[src/rtl/axi_lite_cfg_master.sv]
// AXI4-Lite configuration master.
// Turns one command (read or write of a single register) into an AXI4-Lite
// transaction. It returns a one-cycle completion pulse carrying the read
// data and the response code. A cycle budget aborts the transaction with a
// SLVERR-style timeout response when the slave stalls.
module axi_lite_cfg_master #(
  parameter int ADDR_WIDTH = 4,
  parameter int DATA_WIDTH = 32,
  parameter int TIMEOUT    = 255
) (
  input  logic                  clk,
  input  logic                  rst,
  input  logic                  cmd_valid,
  output logic                  cmd_ready,
  input  logic                  cmd_write,
  input  logic [ADDR_WIDTH-1:0] cmd_addr,
  input  logic [DATA_WIDTH-1:0] cmd_wdata,
  output logic                  rsp_valid,
  output logic [DATA_WIDTH-1:0] rsp_rdata,
  output logic [1:0]            rsp_resp,
  output logic                  rsp_timeout,
  output logic [ADDR_WIDTH-1:0] m_axi_awaddr,
  output logic                  m_axi_awvalid,
  input  logic                  m_axi_awready,
  output logic [DATA_WIDTH-1:0] m_axi_wdata,
  output logic                  m_axi_wvalid,
  input  logic                  m_axi_wready,
  input  logic [1:0]            m_axi_bresp,
  input  logic                  m_axi_bvalid,
  output logic                  m_axi_bready,
  output logic [ADDR_WIDTH-1:0] m_axi_araddr,
  output logic                  m_axi_arvalid,
  input  logic                  m_axi_arready,
  input  logic [DATA_WIDTH-1:0] m_axi_rdata,
  input  logic [1:0]            m_axi_rresp,
  input  logic                  m_axi_rvalid,
  output logic                  m_axi_rready
);

  typedef enum logic [2:0] {
    IDLE    = 3'd0,
    WR_REQ  = 3'd1,
    WR_RESP = 3'd2,
    RD_REQ  = 3'd3,
    RD_RESP = 3'd4,
    DONE    = 3'd5
  } state_t;

  // The timeout fires in the TIMEOUT-th active cycle. The counter holds
  // the number of active cycles already completed.
  localparam logic [15:0] TIMEOUT_LAST = 16'(TIMEOUT - 1);

  state_t                state_r, state_s;
  logic [15:0]           cnt_r;
  logic [ADDR_WIDTH-1:0] addr_r;
  logic [DATA_WIDTH-1:0] wdata_r;
  logic                  cmd_ready_r;
  logic                  awvalid_r, awvalid_s;
  logic                  wvalid_r, wvalid_s;
  logic                  arvalid_r, arvalid_s;
  logic                  bready_r, rready_r;
  logic                  rsp_valid_r;
  logic [DATA_WIDTH-1:0] rsp_rdata_r, rsp_rdata_s;
  logic [1:0]            rsp_resp_r, rsp_resp_s;
  logic                  rsp_timeout_r, rsp_timeout_s;
  logic                  accept_s;
  logic                  expired_s;
  logic                  active_s;
  logic                  aw_hs_s, w_hs_s, b_hs_s, ar_hs_s, r_hs_s;
  logic                  aw_ok_s, w_ok_s;

  assign aw_hs_s   = awvalid_r & m_axi_awready;
  assign w_hs_s    = wvalid_r & m_axi_wready;
  assign b_hs_s    = bready_r & m_axi_bvalid;
  assign ar_hs_s   = arvalid_r & m_axi_arready;
  assign r_hs_s    = rready_r & m_axi_rvalid;
  // A channel counts as finished once its valid has dropped or it is
  // handshaking right now.
  assign aw_ok_s   = ~awvalid_r | aw_hs_s;
  assign w_ok_s    = ~wvalid_r | w_hs_s;
  assign expired_s = (cnt_r >= TIMEOUT_LAST);
  assign active_s  = (state_r == WR_REQ) || (state_r == WR_RESP) ||
                     (state_r == RD_REQ) || (state_r == RD_RESP);

  // Next-state and next-output decode; handshakes win over timeout expiry.
  always_comb begin
    state_s       = state_r;
    awvalid_s     = awvalid_r;
    wvalid_s      = wvalid_r;
    arvalid_s     = arvalid_r;
    rsp_rdata_s   = rsp_rdata_r;
    rsp_resp_s    = rsp_resp_r;
    rsp_timeout_s = rsp_timeout_r;
    accept_s      = 1'b0;
    case (state_r)
      IDLE: begin
        if (cmd_valid && cmd_ready_r) begin
          accept_s = 1'b1;
          if (cmd_write) begin
            state_s   = WR_REQ;
            awvalid_s = 1'b1;
            wvalid_s  = 1'b1;
          end else begin
            state_s   = RD_REQ;
            arvalid_s = 1'b1;
          end
        end else begin
          state_s = IDLE;
        end
      end
      WR_REQ: begin
        if (aw_hs_s || w_hs_s) begin
          if (aw_hs_s) begin
            awvalid_s = 1'b0;
          end else begin
            awvalid_s = awvalid_r;
          end
          if (w_hs_s) begin
            wvalid_s = 1'b0;
          end else begin
            wvalid_s = wvalid_r;
          end
          if (aw_ok_s && w_ok_s) begin
            state_s = WR_RESP;
          end else begin
            state_s = WR_REQ;
          end
        end else if (expired_s) begin
          awvalid_s     = 1'b0;
          wvalid_s      = 1'b0;
          state_s       = DONE;
          rsp_rdata_s   = {DATA_WIDTH{1'b0}};
          rsp_resp_s    = 2'b10;
          rsp_timeout_s = 1'b1;
        end else begin
          state_s = WR_REQ;
        end
      end
      WR_RESP: begin
        if (b_hs_s) begin
          state_s       = DONE;
          rsp_rdata_s   = {DATA_WIDTH{1'b0}};
          rsp_resp_s    = m_axi_bresp;
          rsp_timeout_s = 1'b0;
        end else if (expired_s) begin
          state_s       = DONE;
          rsp_rdata_s   = {DATA_WIDTH{1'b0}};
          rsp_resp_s    = 2'b10;
          rsp_timeout_s = 1'b1;
        end else begin
          state_s = WR_RESP;
        end
      end
      RD_REQ: begin
        if (ar_hs_s) begin
          arvalid_s = 1'b0;
          state_s   = RD_RESP;
        end else if (expired_s) begin
          arvalid_s     = 1'b0;
          state_s       = DONE;
          rsp_rdata_s   = {DATA_WIDTH{1'b0}};
          rsp_resp_s    = 2'b10;
          rsp_timeout_s = 1'b1;
        end else begin
          state_s = RD_REQ;
        end
      end
      RD_RESP: begin
        if (r_hs_s) begin
          state_s       = DONE;
          rsp_rdata_s   = m_axi_rdata;
          rsp_resp_s    = m_axi_rresp;
          rsp_timeout_s = 1'b0;
        end else if (expired_s) begin
          state_s       = DONE;
          rsp_rdata_s   = {DATA_WIDTH{1'b0}};
          rsp_resp_s    = 2'b10;
          rsp_timeout_s = 1'b1;
        end else begin
          state_s = RD_RESP;
        end
      end
      DONE: begin
        state_s = IDLE;
      end
      default: begin
        state_s   = IDLE;
        awvalid_s = 1'b0;
        wvalid_s  = 1'b0;
        arvalid_s = 1'b0;
      end
    endcase
  end

  // State and registered handshake/response outputs, derived from the next state.
  always_ff @(posedge clk) begin
    if (rst) begin
      state_r       <= IDLE;
      cmd_ready_r   <= 1'b0;
      awvalid_r     <= 1'b0;
      wvalid_r      <= 1'b0;
      arvalid_r     <= 1'b0;
      bready_r      <= 1'b0;
      rready_r      <= 1'b0;
      rsp_valid_r   <= 1'b0;
      rsp_rdata_r   <= {DATA_WIDTH{1'b0}};
      rsp_resp_r    <= 2'b00;
      rsp_timeout_r <= 1'b0;
    end else begin
      state_r       <= state_s;
      cmd_ready_r   <= (state_s == IDLE);
      awvalid_r     <= awvalid_s;
      wvalid_r      <= wvalid_s;
      arvalid_r     <= arvalid_s;
      bready_r      <= (state_s == WR_RESP);
      rready_r      <= (state_s == RD_RESP);
      rsp_valid_r   <= (state_s == DONE);
      rsp_rdata_r   <= rsp_rdata_s;
      rsp_resp_r    <= rsp_resp_s;
      rsp_timeout_r <= rsp_timeout_s;
    end
  end

  // Command address and write data latch; held stable for the whole transaction.
  always_ff @(posedge clk) begin
    if (rst) begin
      addr_r  <= {ADDR_WIDTH{1'b0}};
      wdata_r <= {DATA_WIDTH{1'b0}};
    end else if (accept_s) begin
      addr_r  <= cmd_addr;
      wdata_r <= cmd_wdata;
    end
  end

  // Transaction cycle counter: cleared on accept, saturating count of active cycles.
  always_ff @(posedge clk) begin
    if (rst) begin
      cnt_r <= 16'd0;
    end else if (accept_s) begin
      cnt_r <= 16'd0;
    end else if (active_s && (cnt_r != 16'hFFFF)) begin
      cnt_r <= cnt_r + 16'd1;
    end
  end

  assign cmd_ready     = cmd_ready_r;
  assign rsp_valid     = rsp_valid_r;
  assign rsp_rdata     = rsp_rdata_r;
  assign rsp_resp      = rsp_resp_r;
  assign rsp_timeout   = rsp_timeout_r;
  assign m_axi_awaddr  = addr_r;
  assign m_axi_awvalid = awvalid_r;
  assign m_axi_wdata   = wdata_r;
  assign m_axi_wvalid  = wvalid_r;
  assign m_axi_bready  = bready_r;
  assign m_axi_araddr  = addr_r;
  assign m_axi_arvalid = arvalid_r;
  assign m_axi_rready  = rready_r;

endmodule

[config.mk]
export PLATFORM = sky130hd
export DESIGN_NAME = axi_lite_cfg_master
export DESIGN_NICKNAME = d
export VERILOG_FILES = /design/src/rtl/axi_lite_cfg_master.sv
export SDC_FILE = /design/constraint.sdc
export NUM_CORES = 1
export LEC_CHECK = 0
export BUFFER_PORTS_ARGS = -buffer_cell sky130_fd_sc_hd__buf_2
export CORE_MARGIN = 3
export CORE_UTILIZATION = 48
export CTS_CLUSTER_DIAMETER = 200
export CTS_CLUSTER_SIZE = 14
export DETAILED_ROUTE_END_ITERATION = 8
export PLACE_DENSITY = 0.79
export SYNTH_ARGS = -nofsm -noshare
export SYNTH_HDL_FRONTEND = slang
export SYNTH_SLANG_ARGS = --single-unit
[constraint.sdc]
create_clock -name clk -period 2.4 [get_ports clk]
set_input_delay 0.24 -clock clk [delete_from_list [all_inputs] [get_ports clk]]
set_output_delay 0.24 -clock clk [all_outputs]
set_load 0.03 [all_outputs]
==> out/qor.txt <==
Wire length reported by the detailed router - 10.7 mm
Via count - 3,875
Final weighted congestion in routability-driven placement - 0.868
CP required - 2.68 ns
Setup repair after global routing missed its margin - no
Total standard cell area after synthesis - 3930 sq um
Worst-path clk slew - 0.09 ns
GRT Total Usage - 21.8%
CTS max path bufs - 2
Total congestion overflow - 0
Residual DRC count - 0
Share of the clock period used by the worst path - 91.9%
Synthesized netlist cell count - 441
Core Box Area - 7850 sq um
Max-cap check violation count - 0
Netlist cell types - 52
Post-layout min period - 2.20 ns
Final non-filler cell area - 4950 sq um
Number of failing hold endpoints at the final stage - 0
Top library cells by usage in the layout, fill and taps aside - sky130_fd_sc_hd__buf_2 (162), sky130_fd_sc_hd__dfxtp_1 (97), sky130_fd_sc_hd__nand2_1 (88)
Port Buf Inserts - 162
Vias in the first global route - 3,498
Synthesis-to-finish area growth - 26.2%
Latest clock arrival within the worst-skew pair - 0.35 ns
Iteration-0 DRC count of the detailed router - 214
Seq/Total Area, Yosys - 49.5%
Total clock buffers created by CTS - 9
Number of antenna violations at the first check in global routing - 0
Path class of the lowest-slack min-delay path - input pin to flop
Category of the critical setup timing path - flop to flop
Most used flip-flop cell after synthesis - sky130_fd_sc_hd__dfxtp_1
Floorplan die width - 96.4 um
Launching element type of the critical path - flop
Cell area after placement - 4760 sq um
Final number of setup-violating endpoints - 0
Yosys warning count - 0
Post-layout worst setup margin - 0.196 ns
Clock Sink Count - 97
Effective utilization at floorplan - 50.0%
Mapped Nets - 524
Post-synth EDFFs - 0
Remaining number of nets flagged by the antenna check after routing - 0
Number of primary I/O pins - 163
Height of the die - 96.4 um
TritonCTS clock tree - built
# nets final - 666
Arrival time reported for the critical path endpoint - 2.48 ns
Fin Clk Skew - 0.00789 ns
Asr flop ratio synth - 0%
Maximum number of pins on one net before global-route repair - 43
Number of non-filler instances in the completed layout - 689
Headroom to the max-slew limit - 46.9%
Fraction of final layout cells with drive strength greater than 1 - 32.0%
PD cells - 681 nW/um^2
Register bit count reported by yosys - 97
IR Drop Worst-Case VDD - 0.414 mV
Fin. max-slew vios - 0
Result of the run - finished clean
Diodes inserted - 0
Leakage Power - 2.10 nW
CP Capture Type - flop
CTS root buf - sky130_fd_sc_hd__clkbuf_8
Placed insts - 674
Post-Synthesis Mean Instance Area - 8.90 sq um
Fin Setup TNS - 0 ns
Die outline area - 9300 sq um
Wire length of the first global-routing pass - 16.0 mm
Detailed Place HPWL - 7.62 mm
Initial DRT Pass Iterations - 5
Hold buffers post-CTS - 0
Depth of the CTS H-tree - 3
Pre-CTS WS - 0.184 ns
Crit Path Max Fanout - 12
Final routed wire length divided by cell count - 15.5 um
Measured slew at the worst slew-check pin - 0.797 ns
Drt via density - 5.62
Leading cell type in the layout, fill and taps excluded - sky130_fd_sc_hd__buf_2
Row count - 32
Max Clock Freq - 0.454 GHz
-- sequential cells by signal, summed over array words and instances (netlist names), 2 cells and up --
name          count
rsp_resp          2
rsp_rdata        32
m_axi_wdata      32
m_axi_araddr      4
cnt_r            16
state_r           3
-- per-stage QoR --
stage	utilization (%)	hold slack (ns)	power, W
after floorplan	-	0.366	0.00217
after global placement	60.7	0.438	0.00235
after detailed placement	60.7	0.445	0.00237
after CTS	63.0	0.0716	0.00339
after global routing	63.1	0.0779	0.00353
final	63.1	0.0863	0.00337
-- area by class of cell --
type	instances	area (sq um)
clock buffer	11	131
clock inverter	4	53.8
fill	685	2890
inverter	8	30.0
multi-input combinational	298	1790
sequential	97	1940
tap	102	128
timing repair buffer	169	876
-- repair_timing --
action | CTS | global route
resized for setup | 0 | 2
buffers inserted | 0 | 0
endpoints found under the setup margin | 0 | 1
endpoints found under the hold margin | 0 | 0
-- cells in the mapped netlist, types with 2 or more instances --
master | n | share of area [%]
sky130_fd_sc_hd__dfxtp_1 | 97 | 49
sky130_fd_sc_hd__a21o_1 | 3 | 0.57
sky130_fd_sc_hd__nor4_1 | 4 | 0.64
sky130_fd_sc_hd__and3_1 | 2 | 0.32
sky130_fd_sc_hd__nand2b_1 | 5 | 0.80
sky130_fd_sc_hd__nand4_1 | 4 | 0.64
sky130_fd_sc_hd__a31oi_1 | 3 | 0.48
sky130_fd_sc_hd__nand3b_1 | 2 | 0.38
sky130_fd_sc_hd__buf_1 | 3 | 0.29
sky130_fd_sc_hd__nor4b_1 | 3 | 0.67
sky130_fd_sc_hd__nor3_1 | 7 | 0.89
sky130_fd_sc_hd__or3_1 | 3 | 0.48
sky130_fd_sc_hd__buf_6 | 2 | 0.57
sky130_fd_sc_hd__nand3_1 | 10 | 1.3
sky130_fd_sc_hd__nand2_1 | 88 | 8.4
sky130_fd_sc_hd__buf_2 | 3 | 0.38
sky130_fd_sc_hd__buf_4 | 4 | 0.76
sky130_fd_sc_hd__clkbuf_1 | 26 | 2.5
sky130_fd_sc_hd__a2111o_1 | 2 | 0.57
sky130_fd_sc_hd__a32o_1 | 33 | 8.4
sky130_fd_sc_hd__or4_1 | 10 | 1.9
sky130_fd_sc_hd__and4_1 | 5 | 1.1
sky130_fd_sc_hd__inv_1 | 8 | 0.76
sky130_fd_sc_hd__and2_1 | 2 | 0.32
sky130_fd_sc_hd__ha_1 | 2 | 0.64
sky130_fd_sc_hd__nor2_1 | 10 | 0.96
sky130_fd_sc_hd__o21ai_0 | 9 | 1.1
sky130_fd_sc_hd__a21oi_1 | 56 | 7.1
sky130_fd_sc_hd__a22o_1 | 2 | 0.45
sky130_fd_sc_hd__a311oi_1 | 2 | 0.45
sky130_fd_sc_hd__o31ai_1 | 10 | 1.9
-- metal layers --
| metal | global-route usage [%] | share of wire [%] | vias up |
|---|---|---|---|
| li1 | - | - | 1906 |
| met1 | 25.9 | 40 | 1819 |
| met2 | 36.5 | 50 | 134 |
| met3 | 8.13 | 8.5 | 16 |
| met4 | 7.24 | 1.7 | 0 |
| met5 | 0 | 0 | - |
-- kinds of logic after synthesis --
group	count (synthesis)	share of synthesized area, %
fa+ha+maj	2	0.637
flops	97	49.5
buf+inv	46	5.26
mux	2	0.542
simple gates	160	20.0
compound gates	134	24.1
-- report_power, final --
part | internal, W | switching (W)
combinational | 0.000199 | 0.000396
clock | 0.000481 | 0.000552
sequential | 0.00168 | 0.0000596
-- final timing paths --
kind,from,endpoint,slack [ns],cells past startpoint
setup reg to reg,state_r[2],cnt_r[9],0.20,4
hold / removal,m_axi_rdata[24],rsp_rdata[24],0.09,2
hold reg to reg,m_axi_wdata[26],m_axi_wdata[26],0.45,2
setup / recovery,state_r[2],cnt_r[9],0.20,4
-- critical path: stages (launching register included) --
cell and delay [ns]:
sky130_fd_sc_hd__dfxtp_1 0.49, sky130_fd_sc_hd__or3b_1 0.51, sky130_fd_sc_hd__a211o_1 0.43, sky130_fd_sc_hd__or4_1 0.53
sky130_fd_sc_hd__a21oi_1 0.17
Power figures use the tool's default switching activity.
